## config.mk

```make
export PLATFORM = sky130hd
export DESIGN_NAME = booth_pp_stream
export DESIGN_NICKNAME = d
export VERILOG_FILES = /design/src/rtl/booth_pkg.sv /design/src/rtl/booth_pp_slice.sv /design/src/rtl/booth_pp_stream.sv
export SDC_FILE = /design/constraint.sdc
export NUM_CORES = 1
export LEC_CHECK = 0
export ABC_AREA = 0
export CORE_UTILIZATION = 50
export CTS_CLUSTER_DIAMETER = 80
export CTS_CLUSTER_SIZE = 14
export DETAILED_ROUTE_END_ITERATION = 12
export PLACE_DENSITY = 0.73
export SYNTH_ARGS = -nofsm -noshare
export SYNTH_HDL_FRONTEND = slang
export SYNTH_SLANG_ARGS = --single-unit
```

## constraint.sdc

```tcl
create_clock -name mul_clk -period 9.8 [get_ports mul_clk]
set_input_delay 1.96 -clock mul_clk [delete_from_list [all_inputs] [get_ports mul_clk]]
set_output_delay 1.96 -clock mul_clk [all_outputs]
set_load 0.005 [all_outputs]
```

## src/rtl/booth_pkg.sv

```systemverilog
// booth_pkg: shared types and helpers for the radix-4 Booth
// partial-product path (digit encoding, FSM states, sizing).
package booth_pkg;

  typedef enum logic [2:0] {
    ZERO,
    POS1,
    POS2,
    NEG1,
    NEG2
  } booth_digit_t;

  typedef enum logic {
    S_IDLE,
    S_GEN
  } booth_state_t;

  // {b2i+1, b2i, b2i-1} -> digit in {-2..+2}
  function automatic booth_digit_t booth_encode(
    input logic [2:0] i_bits
  );
    booth_digit_t w_d;
    unique case (i_bits)
      3'b001,
      3'b010:  w_d = POS1;
      3'b011:  w_d = POS2;
      3'b100:  w_d = NEG2;
      3'b101,
      3'b110:  w_d = NEG1;
      default: w_d = ZERO;
    endcase
    return w_d;
  endfunction

  function automatic int num_pp(input int width);
    return width / 2 + 1;
  endfunction

endpackage

```

## src/rtl/booth_pp_slice.sv

```systemverilog
// booth_pp_slice: one radix-4 Booth partial product, sign-extended
// to 2*WIDTH bits and pre-shifted by 2*group.
module booth_pp_slice
  import booth_pkg::*;
#(
  parameter int WIDTH = 32,
  parameter int GW    = 5
) (
  input  logic [WIDTH:0]       i_a_ext,
  input  logic [2:0]           i_bits,
  input  logic [GW-1:0]        i_grp,
  output logic [2*WIDTH-1:0]   o_pp
);

  localparam int DW = 2 * WIDTH;

  booth_digit_t  w_digit;
  logic [DW-1:0] w_a_sx;
  logic [DW-1:0] w_mag;
  logic          w_neg;
  logic [DW-1:0] w_term;

  assign w_digit = booth_encode(i_bits);
  assign w_a_sx  = {{(WIDTH-1){i_a_ext[WIDTH]}}, i_a_ext};

  // Magnitude (|d|*A') and sign of the selected digit
  always_comb begin
    w_mag = '0;
    w_neg = 1'b0;
    unique case (w_digit)
      POS1: w_mag = w_a_sx;
      POS2: w_mag = w_a_sx << 1;
      NEG1: begin
        w_mag = w_a_sx;
        w_neg = 1'b1;
      end
      NEG2: begin
        w_mag = w_a_sx << 1;
        w_neg = 1'b1;
      end
      default: w_mag = '0;
    endcase
  end

  // Exact two's-complement negation, so no correction row is needed
  assign w_term = w_neg
    ? (~w_mag + {{(DW-1){1'b0}}, 1'b1})
    : w_mag;

  assign o_pp = w_term << {i_grp, 1'b0};

endmodule

```

## src/rtl/booth_pp_stream.sv

```systemverilog
// booth_pp_stream: accepts one operand pair and streams all radix-4
// Booth partial products, PP_PER_BEAT per beat, with backpressure.
module booth_pp_stream
  import booth_pkg::*;
#(
  parameter  int WIDTH       = 32,
  parameter  int PP_PER_BEAT = 1,
  localparam int NUM_PP      = num_pp(WIDTH),
  localparam int NUM_BEATS   =
    (NUM_PP + PP_PER_BEAT - 1) / PP_PER_BEAT,
  localparam int IW          = $clog2(NUM_BEATS + 1)
) (
  input  logic                           mul_clk,
  input  logic                           mul_rst,
  input  logic                           in_valid,
  output logic                           in_ready,
  input  logic [WIDTH-1:0]               in_a,
  input  logic [WIDTH-1:0]               in_b,
  input  logic                           in_signed,
  output logic                           pp_valid,
  input  logic                           pp_ready,
  output logic [PP_PER_BEAT*2*WIDTH-1:0] pp_data,
  output logic [IW-1:0]                  pp_index,
  output logic                           pp_last
);

  localparam int DW = 2 * WIDTH;
  localparam int GW = $clog2(NUM_BEATS * PP_PER_BEAT + 1);
  localparam logic [IW-1:0] LB = IW'(NUM_BEATS - 1);

  booth_state_t r_state;
  booth_state_t w_next;

  logic [WIDTH:0]   r_a_ext;
  logic [WIDTH+2:0] r_b_ext;
  logic             r_pp_valid;
  logic [PP_PER_BEAT*DW-1:0] r_pp_data;
  logic [IW-1:0]    r_pp_index;
  logic             r_pp_last;

  logic             w_accept;
  logic             w_fire;
  logic [WIDTH:0]   w_a_in;
  logic [WIDTH+2:0] w_b_in;
  logic [WIDTH:0]   w_a_src;
  logic [WIDTH+2:0] w_b_src;
  logic [IW-1:0]    w_sel;
  logic [PP_PER_BEAT*DW-1:0] w_beat;

  assign w_accept = in_valid && in_ready;
  assign w_fire   = r_pp_valid && pp_ready;

  assign w_a_in = {in_signed & in_a[WIDTH-1], in_a};
  assign w_b_in = {{2{in_signed & in_b[WIDTH-1]}}, in_b, 1'b0};

  // Beat 0 is built straight from the inputs so it can be
  // registered on the accepting edge (latency 1)
  assign w_a_src = (r_state == S_IDLE) ? w_a_in : r_a_ext;
  assign w_b_src = (r_state == S_IDLE) ? w_b_in : r_b_ext;
  assign w_sel   = (r_state == S_IDLE)
    ? '0
    : r_pp_index + IW'(1);

  for (genvar k = 0; k < PP_PER_BEAT; k++) begin : g_slot
    logic [GW-1:0] w_grp;
    logic [2:0]    w_bits;
    logic [DW-1:0] w_pp;

    assign w_grp = GW'(w_sel) * GW'(PP_PER_BEAT) + GW'(k);
    assign w_bits = 3'(w_b_src >> {w_grp, 1'b0});

    booth_pp_slice #(
      .WIDTH (WIDTH),
      .GW    (GW)
    ) u_slice (
      .i_a_ext (w_a_src),
      .i_bits  (w_bits),
      .i_grp   (w_grp),
      .o_pp    (w_pp)
    );

    assign w_beat[k*DW +: DW] =
      (w_grp < GW'(NUM_PP)) ? w_pp : '0;
  end

  // State register
  always_ff @(posedge mul_clk) begin
    if (mul_rst) r_state <= S_IDLE;
    else         r_state <= w_next;
  end

  // Next-state: one transaction at a time, back to IDLE on last beat
  always_comb begin
    w_next = r_state;
    unique case (r_state)
      S_IDLE: if (w_accept) w_next = S_GEN;
      S_GEN:  if (w_fire && r_pp_last) w_next = S_IDLE;
      default: w_next = S_IDLE;
    endcase
  end

  // Input handshake: only idle and out of reset
  always_comb begin
    in_ready = (r_state == S_IDLE) && !mul_rst;
  end

  // Operand capture on accept; held for the whole transaction
  always_ff @(posedge mul_clk) begin
    if (mul_rst) begin
      r_a_ext <= '0;
      r_b_ext <= '0;
    end else if (w_accept) begin
      r_a_ext <= w_a_in;
      r_b_ext <= w_b_in;
    end
  end

  // Output beat register; holds whenever no handshake occurs
  always_ff @(posedge mul_clk) begin
    if (mul_rst) begin
      r_pp_valid <= 1'b0;
      r_pp_data  <= '0;
      r_pp_index <= '0;
      r_pp_last  <= 1'b0;
    end else if (w_accept) begin
      r_pp_valid <= 1'b1;
      r_pp_data  <= w_beat;
      r_pp_index <= '0;
      r_pp_last  <= (NUM_BEATS == 1);
    end else if (w_fire) begin
      if (r_pp_last) begin
        r_pp_valid <= 1'b0;
      end else begin
        r_pp_data  <= w_beat;
        r_pp_index <= w_sel;
        r_pp_last  <= (w_sel == LB);
      end
    end
  end

  assign pp_valid = r_pp_valid;
  assign pp_data  = r_pp_data;
  assign pp_index = r_pp_index;
  assign pp_last  = r_pp_last;

endmodule

```

After elaboration in Yosys (flattened, before gate mapping)
Index checks and enable logic that the tools add are counted.

operators by class
  reductions and logical operators = 16
  multiply operators = 0
  shift-type cells = 2
  $lt $le $gt $ge = 1
  div/mod/pow operators = 0
  muxes and demuxes = 18
  equality and inequality tests = 12
  bitwise logic cells = 5
  add/sub/neg operators = 2

operators by type and width
  operator                                               count
  2-to-1 mux 64 bit                                      5
  case mux 64 bit (2 select lines)                       1
  adder 64 x 1 -> 64 bit, second input constant          1
  inverter 64 bit                                        1
  left shift 64 x 6 -> 64 bit                            1
  2-to-1 mux 35 bit                                      1
  >> shifter 35 x 6 -> 3 bit                             1
  2-to-1 mux 33 bit                                      1
  == test 3 x 2 -> 1 bit, second input constant          4
  == test 3 bit, second input constant                   4
  case mux 3 bit (4 select lines)                        1
  OR reduction 2 bit                                     6
  2-to-1 mux 1 bit                                       7
  == test 3 x 1 -> 1 bit, second input constant          2
  AND reduction 2 bit                                    3
  adder 5 x 1 -> 5 bit, second input constant            1
  == test 5 bit, second input constant                   1
  less-than comparator 5 bit, second input constant      1
  2-to-1 mux 5 bit                                       1
  logical AND 1 bit                                      4
  nonzero test 2 bit                                     2
  bitwise AND 1 bit                                      2
  inequality test 2 x 1 -> 1 bit, second input constant  1
  inverter 1 bit                                         2
  other kinds (2)                                        2

word-level totals
  register bits after elaboration = 138
  input bits = 69
  bits in writable memories = 0
  bits in latches = 0
  word-level logic and storage cells = 63
  output and inout port bits = 72
  ROM bits = 0
  memories kept = 0

Longest topological paths before layout
Gate-level depths: netlist of run 1.

  depth after elaboration = 17
  gate-level depth with buffers = 36
  depth with buffers taken out = 27

Modules after synthesis
Synthesis of run 1 repeated with hierarchy kept, for this count alone.

second synthesis, totals
  cell total of the unflattened synthesis = 1534
  area total of the unflattened synthesis = 11902.7 um^2

modules (own cells, without submodules)
  module           area an instance (um^2)  instances  cells each  seq. area each (um^2)
  booth_pp_slice   6382.4                   1          955         0.0
  booth_pp_stream  5520.3                   1          579         2762.6

Worst setup path before layout of run 1
Ideal clock, no wire load.

  kind = input-to-reg
  from = input in_b[8]
  to = register r_pp_data[38] (netlist: pp_data[38])
  path buffers = 3
  stages = 30
  required time = 9.697 ns
  arrival = 6.456 ns
  setup time = 0.103 ns
  setup slack = 3.240 ns
  cell sequence = nor2_1 a211oi_1 a21oi_1 o21ai_0 mux2i_1 nand2_1 nand3_1 nand2_1 inv_1 ha_1 or2_2 a21oi_2 o211ai_4 buf_2 buf_1 o22a_1 ha_1 inv_1 nor2_1 a32o_1 nand2b_4 nor2_1 and2_1 buf_4 a211o_1 a31oi_1 nand2b_1 a311oi_1 o21bai_1 a2111oi_2

on the way
  word-level cells in the longest chain between the ends = 16
  elaborated cells on any way between the ends = 28
  classes of those cells = 1 x add/sub; 10 x eq/ne; 2 x shift; 9 x mux; 1 x bitwise; 5 x reduce/logical

ends and longest elaborated chain
  what                                                  line                    text
  from (decl)                                           booth_pp_stream.sv:18   input logic [WIDTH-1:0] in_b,
  2-to-1 mux 35 bit (*)                                 booth_pp_stream.sv:59   assign w_b_src = (r_state == S_IDLE) ? w_b_in : r_b_ext;
  >> shifter 35 x 6 -> 3 bit (*)                        booth_pp_stream.sv:70   assign w_bits = 3'(w_b_src >> {w_grp, 1'b0});
  == test 3 bit, or another cell as far along           booth_pkg.sv:23         unique case (i_bits)
  OR reduction 2 bit                                    booth_pkg.sv:23
  case mux 3 bit (4 select lines) (*)                   booth_pkg.sv:23
  == test 3 x 2 -> 1 bit, or another cell as far along  booth_pp_slice.sv:30    unique case (w_digit)
  OR reduction 2 bit (no source line)                   -
  case mux 64 bit (2 select lines)                      booth_pp_slice.sv:30
  inverter 64 bit                                       booth_pp_slice.sv:47    ? (~w_mag + {{(DW-1){1'b0}}, 1'b1})
  adder 64 x 1 -> 64 bit                                booth_pp_slice.sv:47
  2-to-1 mux 64 bit (*)                                 booth_pp_slice.sv:47
  left shift 64 x 6 -> 64 bit (*)                       booth_pp_slice.sv:50    assign o_pp = w_term << {i_grp, 1'b0};
  2-to-1 mux 64 bit (*)                                 booth_pp_stream.sv:83   (w_grp < GW'(NUM_PP)) ? w_pp : '0;
  2-to-1 mux 64 bit                                     booth_pp_stream.sv:131  if (r_pp_last) begin
  2-to-1 mux 64 bit                                     booth_pp_stream.sv:130  end else if (w_fire) begin
  2-to-1 mux 64 bit (*)                                 booth_pp_stream.sv:125  end else if (w_accept) begin
  to (signal assigned)                                  booth_pp_stream.sv:127  r_pp_data <= w_beat;
  to (signal assigned)                                  booth_pp_stream.sv:134  r_pp_data <= w_beat;
  to (decl)                                             booth_pp_stream.sv:37   logic [PP_PER_BEAT*DW-1:0] r_pp_data;

Every way passes the cells marked *; elsewhere a longest branch is shown, timed or not. The select of a mux whose other input is x is not followed.
A chain may end at the register's enable or synchronous reset.

Worst setup path after layout of run 1
  from = register r_pp_index[0] (netlist: pp_index[0])
  to = register r_pp_data[38] (netlist: pp_data[38])

on the way
  word-level cells in the longest chain between the ends = 17
  elaborated cells on any way between the ends = 30
  classes of those cells = 2 x add/sub; 1 x order compare; 10 x eq/ne; 2 x shift; 9 x mux; 1 x bitwise; 5 x reduce/logical

ends and longest elaborated chain
  what                                                  line                    text
  from (decl)                                           booth_pp_stream.sv:38   logic [IW-1:0] r_pp_index;
  from (signal assigned)                                booth_pp_stream.sv:135  r_pp_index <= w_sel;
  adder 5 x 1 -> 5 bit (*)                              booth_pp_stream.sv:62   : r_pp_index + IW'(1);
  2-to-1 mux 5 bit (*)                                  booth_pp_stream.sv:61   ? '0
  >> shifter 35 x 6 -> 3 bit                            booth_pp_stream.sv:70
  == test 3 bit, or another cell as far along           booth_pkg.sv:23
  OR reduction 2 bit                                    booth_pkg.sv:23
  case mux 3 bit (4 select lines)                       booth_pkg.sv:23
  == test 3 x 2 -> 1 bit, or another cell as far along  booth_pp_slice.sv:30
  OR reduction 2 bit (no source line)                   -
  case mux 64 bit (2 select lines)                      booth_pp_slice.sv:30
  inverter 64 bit                                       booth_pp_slice.sv:47
  adder 64 x 1 -> 64 bit                                booth_pp_slice.sv:47
  2-to-1 mux 64 bit                                     booth_pp_slice.sv:47
  left shift 64 x 6 -> 64 bit                           booth_pp_slice.sv:50
  2-to-1 mux 64 bit (*)                                 booth_pp_stream.sv:83
  2-to-1 mux 64 bit                                     booth_pp_stream.sv:131
  2-to-1 mux 64 bit                                     booth_pp_stream.sv:130
  2-to-1 mux 64 bit (*)                                 booth_pp_stream.sv:125

Marks and branches as above.

==> results of run 1 <==
cell families after synthesis:
logic type	synth area share [%]
AND/OR/NAND/NOR	25.9
AO/OA/AOI/OAI	32.9
buffers and inverters	5.35
flip-flops	24.4
multiplexers	9.48
XOR/XNOR	1.32
adder cells (fa/ha/maj)	0.663
worst min-delay path by stage:
stage / startpoint / to / depth (start not counted)
final: pp_data[25] / pp_data[25] / 2
after floorplan: r_a_ext[31] / r_a_ext[31] / 2
after global placement: pp_data[25] / pp_data[25] / 2
after CTS: pp_data[25] / pp_data[25] / 2
after detailed placement: pp_data[25] / pp_data[25] / 2
after global routing: pp_data[28] / pp_data[28] / 2
cell type report:
type | instances | area share (%)
tap | 280 | 2.63
inverter | 13 | 0.366
clock buffer | 17 | 3.19
clock inverter | 15 | 1.42
multi-input combinational | 1262 | 59.9
sequential | 138 | 20.7
timing repair buffer | 163 | 11.8
per-stage QoR:
stage | area, µm² | power, µW
after floorplan | 11300 | 1210
final | 13300 | 2210
after global routing | 13300 | 2300
after detailed placement | 12700 | 1500
after CTS | 13300 | 2180
after global placement | 12700 | 1500
synthesized netlist by cell type (all sizes together) (15+ instances only):
| cell | number | area share (%) |
|---|---|---|
| buf | 48 | 2.3 |
| clkbuf | 79 | 2.6 |
| o211ai | 31 | 2.2 |
| a31oi | 26 | 1.5 |
| nor3 | 42 | 1.9 |
| mux2 | 19 | 1.9 |
| nand2 | 249 | 8.3 |
| mux2i | 69 | 6.2 |
| nor2 | 129 | 4.3 |
| nand3 | 109 | 4.8 |
| or2 | 18 | 0.99 |
| o21ai | 94 | 4.3 |
| a32oi | 18 | 1.4 |
| o22ai | 23 | 1.3 |
| a21oi | 88 | 4.1 |
| dfxtp | 138 | 24 |
| a211oi | 23 | 1.7 |
| and2 | 16 | 0.88 |
| or3 | 15 | 0.87 |
| a22oi | 17 | 1.1 |
where the power goes:
part | switching, µW | internal (µW) | total (µW) | leakage, µW
combinational | 547 | 328 | 875 | 0.00348
sequential | 37.4 | 609 | 646 | 0.00113
clock | 337 | 350 | 686 | 0.000299
state kept, by name, indices dropped and copies added, names as in the netlist:
register,cells
pp_data,64
r_a_ext,33
r_b_ext,33
pp_index,5
pp_last,1
pp_valid,1
r_state,1
layout by cell type (no fill, tap or decap), types with 12 or more instances in the layout:
cell type	synthesis	routed
nand2_1	248	248
clkdlybuf4s50_1	0	139
dfxtp_1	138	137
nor2_1	128	125
nand3_1	109	108
a21oi_1	84	84
o21ai_0	80	80
mux2i_1	67	66
nor3_1	42	42
o211ai_1	30	30
a31oi_1	25	25
buf_4	7	23
o22ai_1	22	22
a211oi_1	18	18
a32oi_1	18	18
mux2_2	17	17
a22oi_1	17	17
clkbuf_16	0	17
and2_1	16	16
or3_1	14	14
o2111ai_1	14	14
a221oi_1	12	12
or2_2	12	12
worst register-to-register path: cells and delay by family (launching register included):
| kind | cells | cell delay, ns |
|---|---|---|
| buffers and inverters | 4 | 0.78 |
| AO/OA/AOI/OAI | 9 | 2.81 |
| adder cells (fa/ha/maj) | 3 | 1.12 |
| AND/OR/NAND/NOR | 10 | 2.53 |
| flip-flops | 1 | 0.31 |
per-layer routing:
metal	up-vias	global-route usage [%]	wire, µm
met5	-	0	0
met4	0	16.2	1550
met3	113	8.93	4980
met2	803	59.0	19900
met1	6140	50.2	17900
li1	5948	-	-
==> out/metrics.cfg, run 1 <==
[worst_setup_path]
cp.required_ns=10.10
worstSetupEndpointType=flop
cpMaxStageDelayCell=a21oi_2
critPathBufInv=4
crit_arrival_ns=7.97
critPathMaxStageDelay_ns=0.73
cp.depth=26
cp-start-kind=flop
crit_type=flop to flop
r2r-start=pp_index[0]
crit_family=compound AO/OA/AOI/OAI gates
r2r_slack_ns=2.13
startpoint=pp_index[0]
cp_max_fo=45
worstSetupEndpoint=pp_data[38]
r2r_end=pp_data[38]
r2r_cells=26

[global_route]
grt_max_degree=73
grt_antenna_before_repair=0
grt_util_all_layers_pct=37.9
grt_pass1_wl_mm=70.0
grt_overflow_total=0
grt_pass1_vias=12200

[run_status]
status=complete, but fails checks
violations=DRC

[power_and_ir_drop]
leakage_uw=0.00491
powerDensity_nw_per_um2=165
peakVddDrop_mv=0.123

[sta]
worst_slew_pin_slew_ns=1.07
max_slew_margin_pct=28.6
finalCritPeriodShare_pct=78.2
drv_slew=0
clock.fmax_mhz=130
finClkSkew_ns=0.0229
hold_viol_final=0
hold_slack_ns=0.444
finalCriticalPeriod_ns=7.67
setup_viol=0
rsz0062_at_grt=false
setup_ws_ns=2.13
final.setup.tns_ns=0

[clock_network]
cts_tree=yes
postCtsSetupBuffers=0
cts-buffers-inserted=17
cts_hold_buffers=0
cts.sinks=138
cts-resized-gates=0
clock_path_buffers=2
insertion_delay_ns=0.45
clkSlewWorstSetupHoldPaths_ns=0.08
cts_root_buf=clkbuf_16
htree_levels=4

[logic_synthesis]
synthesis.area_um2=11300
syn_area_per_cell_um2=7.35
syn-instance-count=1540
ys_seq_area_share_pct=24.4
synth_cell_types=103
ys_warn_count=0
syn_nets=1615
ys_ff_latch=138
synth_edf_count=0
ys_async_sr_fraction_pct=0
ys.flop_type=dfxtp_1

[die]
row_count=54
fp.dieH_um=152
chipWidth_um=152
initial_core_util_pct=51.4
core-area_um2=22000
io_pins=141
dieArea_um2=23200

[place]
place_congestion=1.00
dp_slack_ns=2.07
hpwlAfterDp_mm=31.1
numPlacedInstances=1856
io_buffer_count=140

[layout]
layout.cells.non_filler=1888
drive_gt1_share_pct=9.02
final_nets=1670
seq_area_um2=2770
diodes=0
area.growth.synth_to_final_pct=17.9
final_core_util_pct=60.6
multi_input_area_um2=7990
fillers=2026

[routing]
drtIter0Drc=1711
drcViolationCount=3
vias=13000
drt_wl_total_mm=44.4
postRouteAntennaNets=0
drt_pass1_iterations=12
wl_per_cell_um=23.5
vias_per_cell=6.89

[job]
drv_cap=0

[worst_hold_path]
min_path_type=flop to flop

Note: power is estimated with default switching activity, not from simulation.
==> inputs of run 2 (changes only) <==
- clock period: 9.8 -> 7.2 ns (I/O delays scaled with it)
==> run 2 against run 1 <==
Effect of this change: the flow still finishes with violations (DRC); clock skew shrank 0.0082 ns; utilization grew 0.72 points; cell area grew 1.2%; combinational power grew 39%; count of clock-buffer cells in the layout is the same; die area is the same; sequential share of layout area shrank 0.24 points; clock power grew 33%; critical path depth grew 2; critical endpoint unchanged.
==> out/metrics.cfg, run 2 (synthesis results as in run 1) <==
[layout]
largest_register_ffs=64  ; unchanged
fillers=2034  ; +0.39%
final_core_util_pct=61.3  ; +0.72 points
drive_gt1_share_pct=10.2  ; +1.2 points
final_cell_mix=nand2_1 (248), clkdlybuf4s50_1 (139), dfxtp_1 (137), nor2_1 (125), nand3_1 (108)
area.growth.synth_to_final_pct=19.2
final_nets=1691  ; +1.3%
final_common_cell=nand2_1
diodes=0  ; unchanged

[worst_setup_path]
cp-start-kind=input port
r2r-start=pp_index[1]
cp.required_ns=7.54  ; -2.56 ns
critPathMaxStageDelay_ns=0.46  ; -0.27 ns
cpMaxStageDelayCell=clkdlybuf4s50_1
worst_path_most_repeated_cell=inv_1
r2r_end=pp_data[38]
cp_max_fo=8  ; -82%
critPathBufInv=4  ; unchanged
crit_arrival_ns=6.77  ; -1.20 ns
r2r_cells=26  ; unchanged
worstSetupEndpointType=flop
r2r_slack_ns=0.84  ; -1.29 ns
crit_family=compound AO/OA/AOI/OAI gates
crit_type=input port to flop

[job]
drv_cap=0  ; unchanged

[die]
core-area_um2=22000  ; unchanged
row_count=54  ; unchanged
initial_core_util_pct=51.4  ; unchanged
fp.dieH_um=152  ; unchanged
chipWidth_um=152  ; unchanged
dieArea_um2=23200  ; unchanged
io_pins=141  ; unchanged

[place]
place_congestion=1.03  ; +2.5%
dp_slack_ns=0.467  ; -1.61 ns
io_buffer_count=140  ; unchanged
hpwlAfterDp_mm=31.5  ; +1.3%

[global_route]
grt_pass1_wl_mm=70.0  ; about the same
grt_max_degree=75  ; +2.7%
grt_util_all_layers_pct=37.9  ; about the same
grt_antenna_before_repair=0  ; unchanged
grt_pass1_vias=12100  ; -0.22%
grt_overflow_total=0  ; unchanged

[run_status]
violations=DRC
status=complete, but fails checks

[routing]
vias_per_cell=6.93  ; +0.56%
wl_per_cell_um=23.1  ; -1.6%
drt_wl_total_mm=44.1  ; -0.55%
drt_pass1_iterations=12  ; unchanged
drtIter0Drc=1827  ; +6.8%
postRouteAntennaNets=0  ; unchanged
drcViolationCount=2  ; -1
vias=13200  ; +1.7%

[clock_network]
cts_tree=yes
postCtsSetupBuffers=0  ; unchanged
cts-resized-gates=0  ; unchanged
clkSlewWorstSetupHoldPaths_ns=0.07  ; about the same
cts_hold_buffers=0  ; unchanged
cts-buffers-inserted=17  ; unchanged
cts_root_buf=clkbuf_16
cts.sinks=138  ; unchanged
htree_levels=4  ; unchanged
clock_path_buffers=2  ; unchanged
insertion_delay_ns=0.45  ; about the same

[sta]
drv_slew=0  ; unchanged
clock.fmax_mhz=155
max_slew_margin_pct=20.3  ; -8.2 points
hold_slack_ns=0.443  ; -0.000826 ns
final.setup.tns_ns=0  ; unchanged
rsz0062_at_grt=false
worst_slew_pin_slew_ns=1.19  ; +0.120 ns
finClkSkew_ns=0.0147  ; -0.00822 ns
finalCriticalPeriod_ns=6.44
setup_viol=0  ; unchanged
hold_viol_final=0  ; unchanged
finalCritPeriodShare_pct=89.4
setup_ws_ns=0.764  ; -1.37 ns

[worst_hold_path]
min_to=pp_data[25]
min_from=pp_data[25]
min_path_cells=2  ; unchanged
min_path_type=flop to flop

[power_and_ir_drop]
powerDensity_nw_per_um2=223  ; +35%
leakage_uw=0.00500  ; +2.0%
power.total_uw=3010  ; +36%
peakVddDrop_mv=0.154  ; +26%

==> run 2: worst max-delay path by stage <==
stage | cells past startpoint | to | start
global route | 26 | pp_data[38] | pp_index[1]
detailed placement | 28 | pp_data[38] | in_b[12]
CTS | 28 | pp_data[38] | in_b[12]
floorplan | 34 | pp_data[52] | r_state
global placement | 28 | pp_data[38] | in_b[12]
finish | 28 | pp_data[38] | in_b[12]
==> run 2: tightest hold or removal path, stage by stage, from the launching register on <==
cell     delay [ns]
dfxtp_1        0.31
nand2_1        0.05
nand2_1        0.04
==> run 2: cell type report <==
type                    count  area, µm²  share of cell area (%)
multi-input cells        1262       7990                    59.2
inverters                  13       48.8                   0.362
repair buffers            184       1740                    12.9
flip-flops and latches    138       2770                    20.5
clock buffers              17        425                    3.15
well taps                 280        350                    2.60
clock inverters            15        176                    1.31
==> run 2: per-stage QoR <==
step / instance area [µm²] / cells
finish: 13500 / 1909
global route: 13500 / 1909
CTS: 13500 / 1909
detailed placement: 12900 / 1877
global placement: 12900 / 1877
floorplan: 11300 / 1540
==> run 2: report_power, final <==
group | leakage, µW | switching, µW | total (µW) | internal, µW
Clock | 0.000288 | 442 | 912 | 469
Combinational | 0.00359 | 753 | 1220 | 466
Sequential | 0.00113 | 49.3 | 878 | 828
Total | 0.00500 | 1240 | 3010 | 1760
==> run 2: per-layer routing <==
metal / GRT usage [%] / up-vias / wire, µm
met3: 8.36 / 154 / 4970
met5: 0 / - / 0
met2: 59.6 / 892 / 19600
met4: 15.2 / 0 / 1740
met1: 50.3 / 6191 / 17800
li1: - / 5985 / -
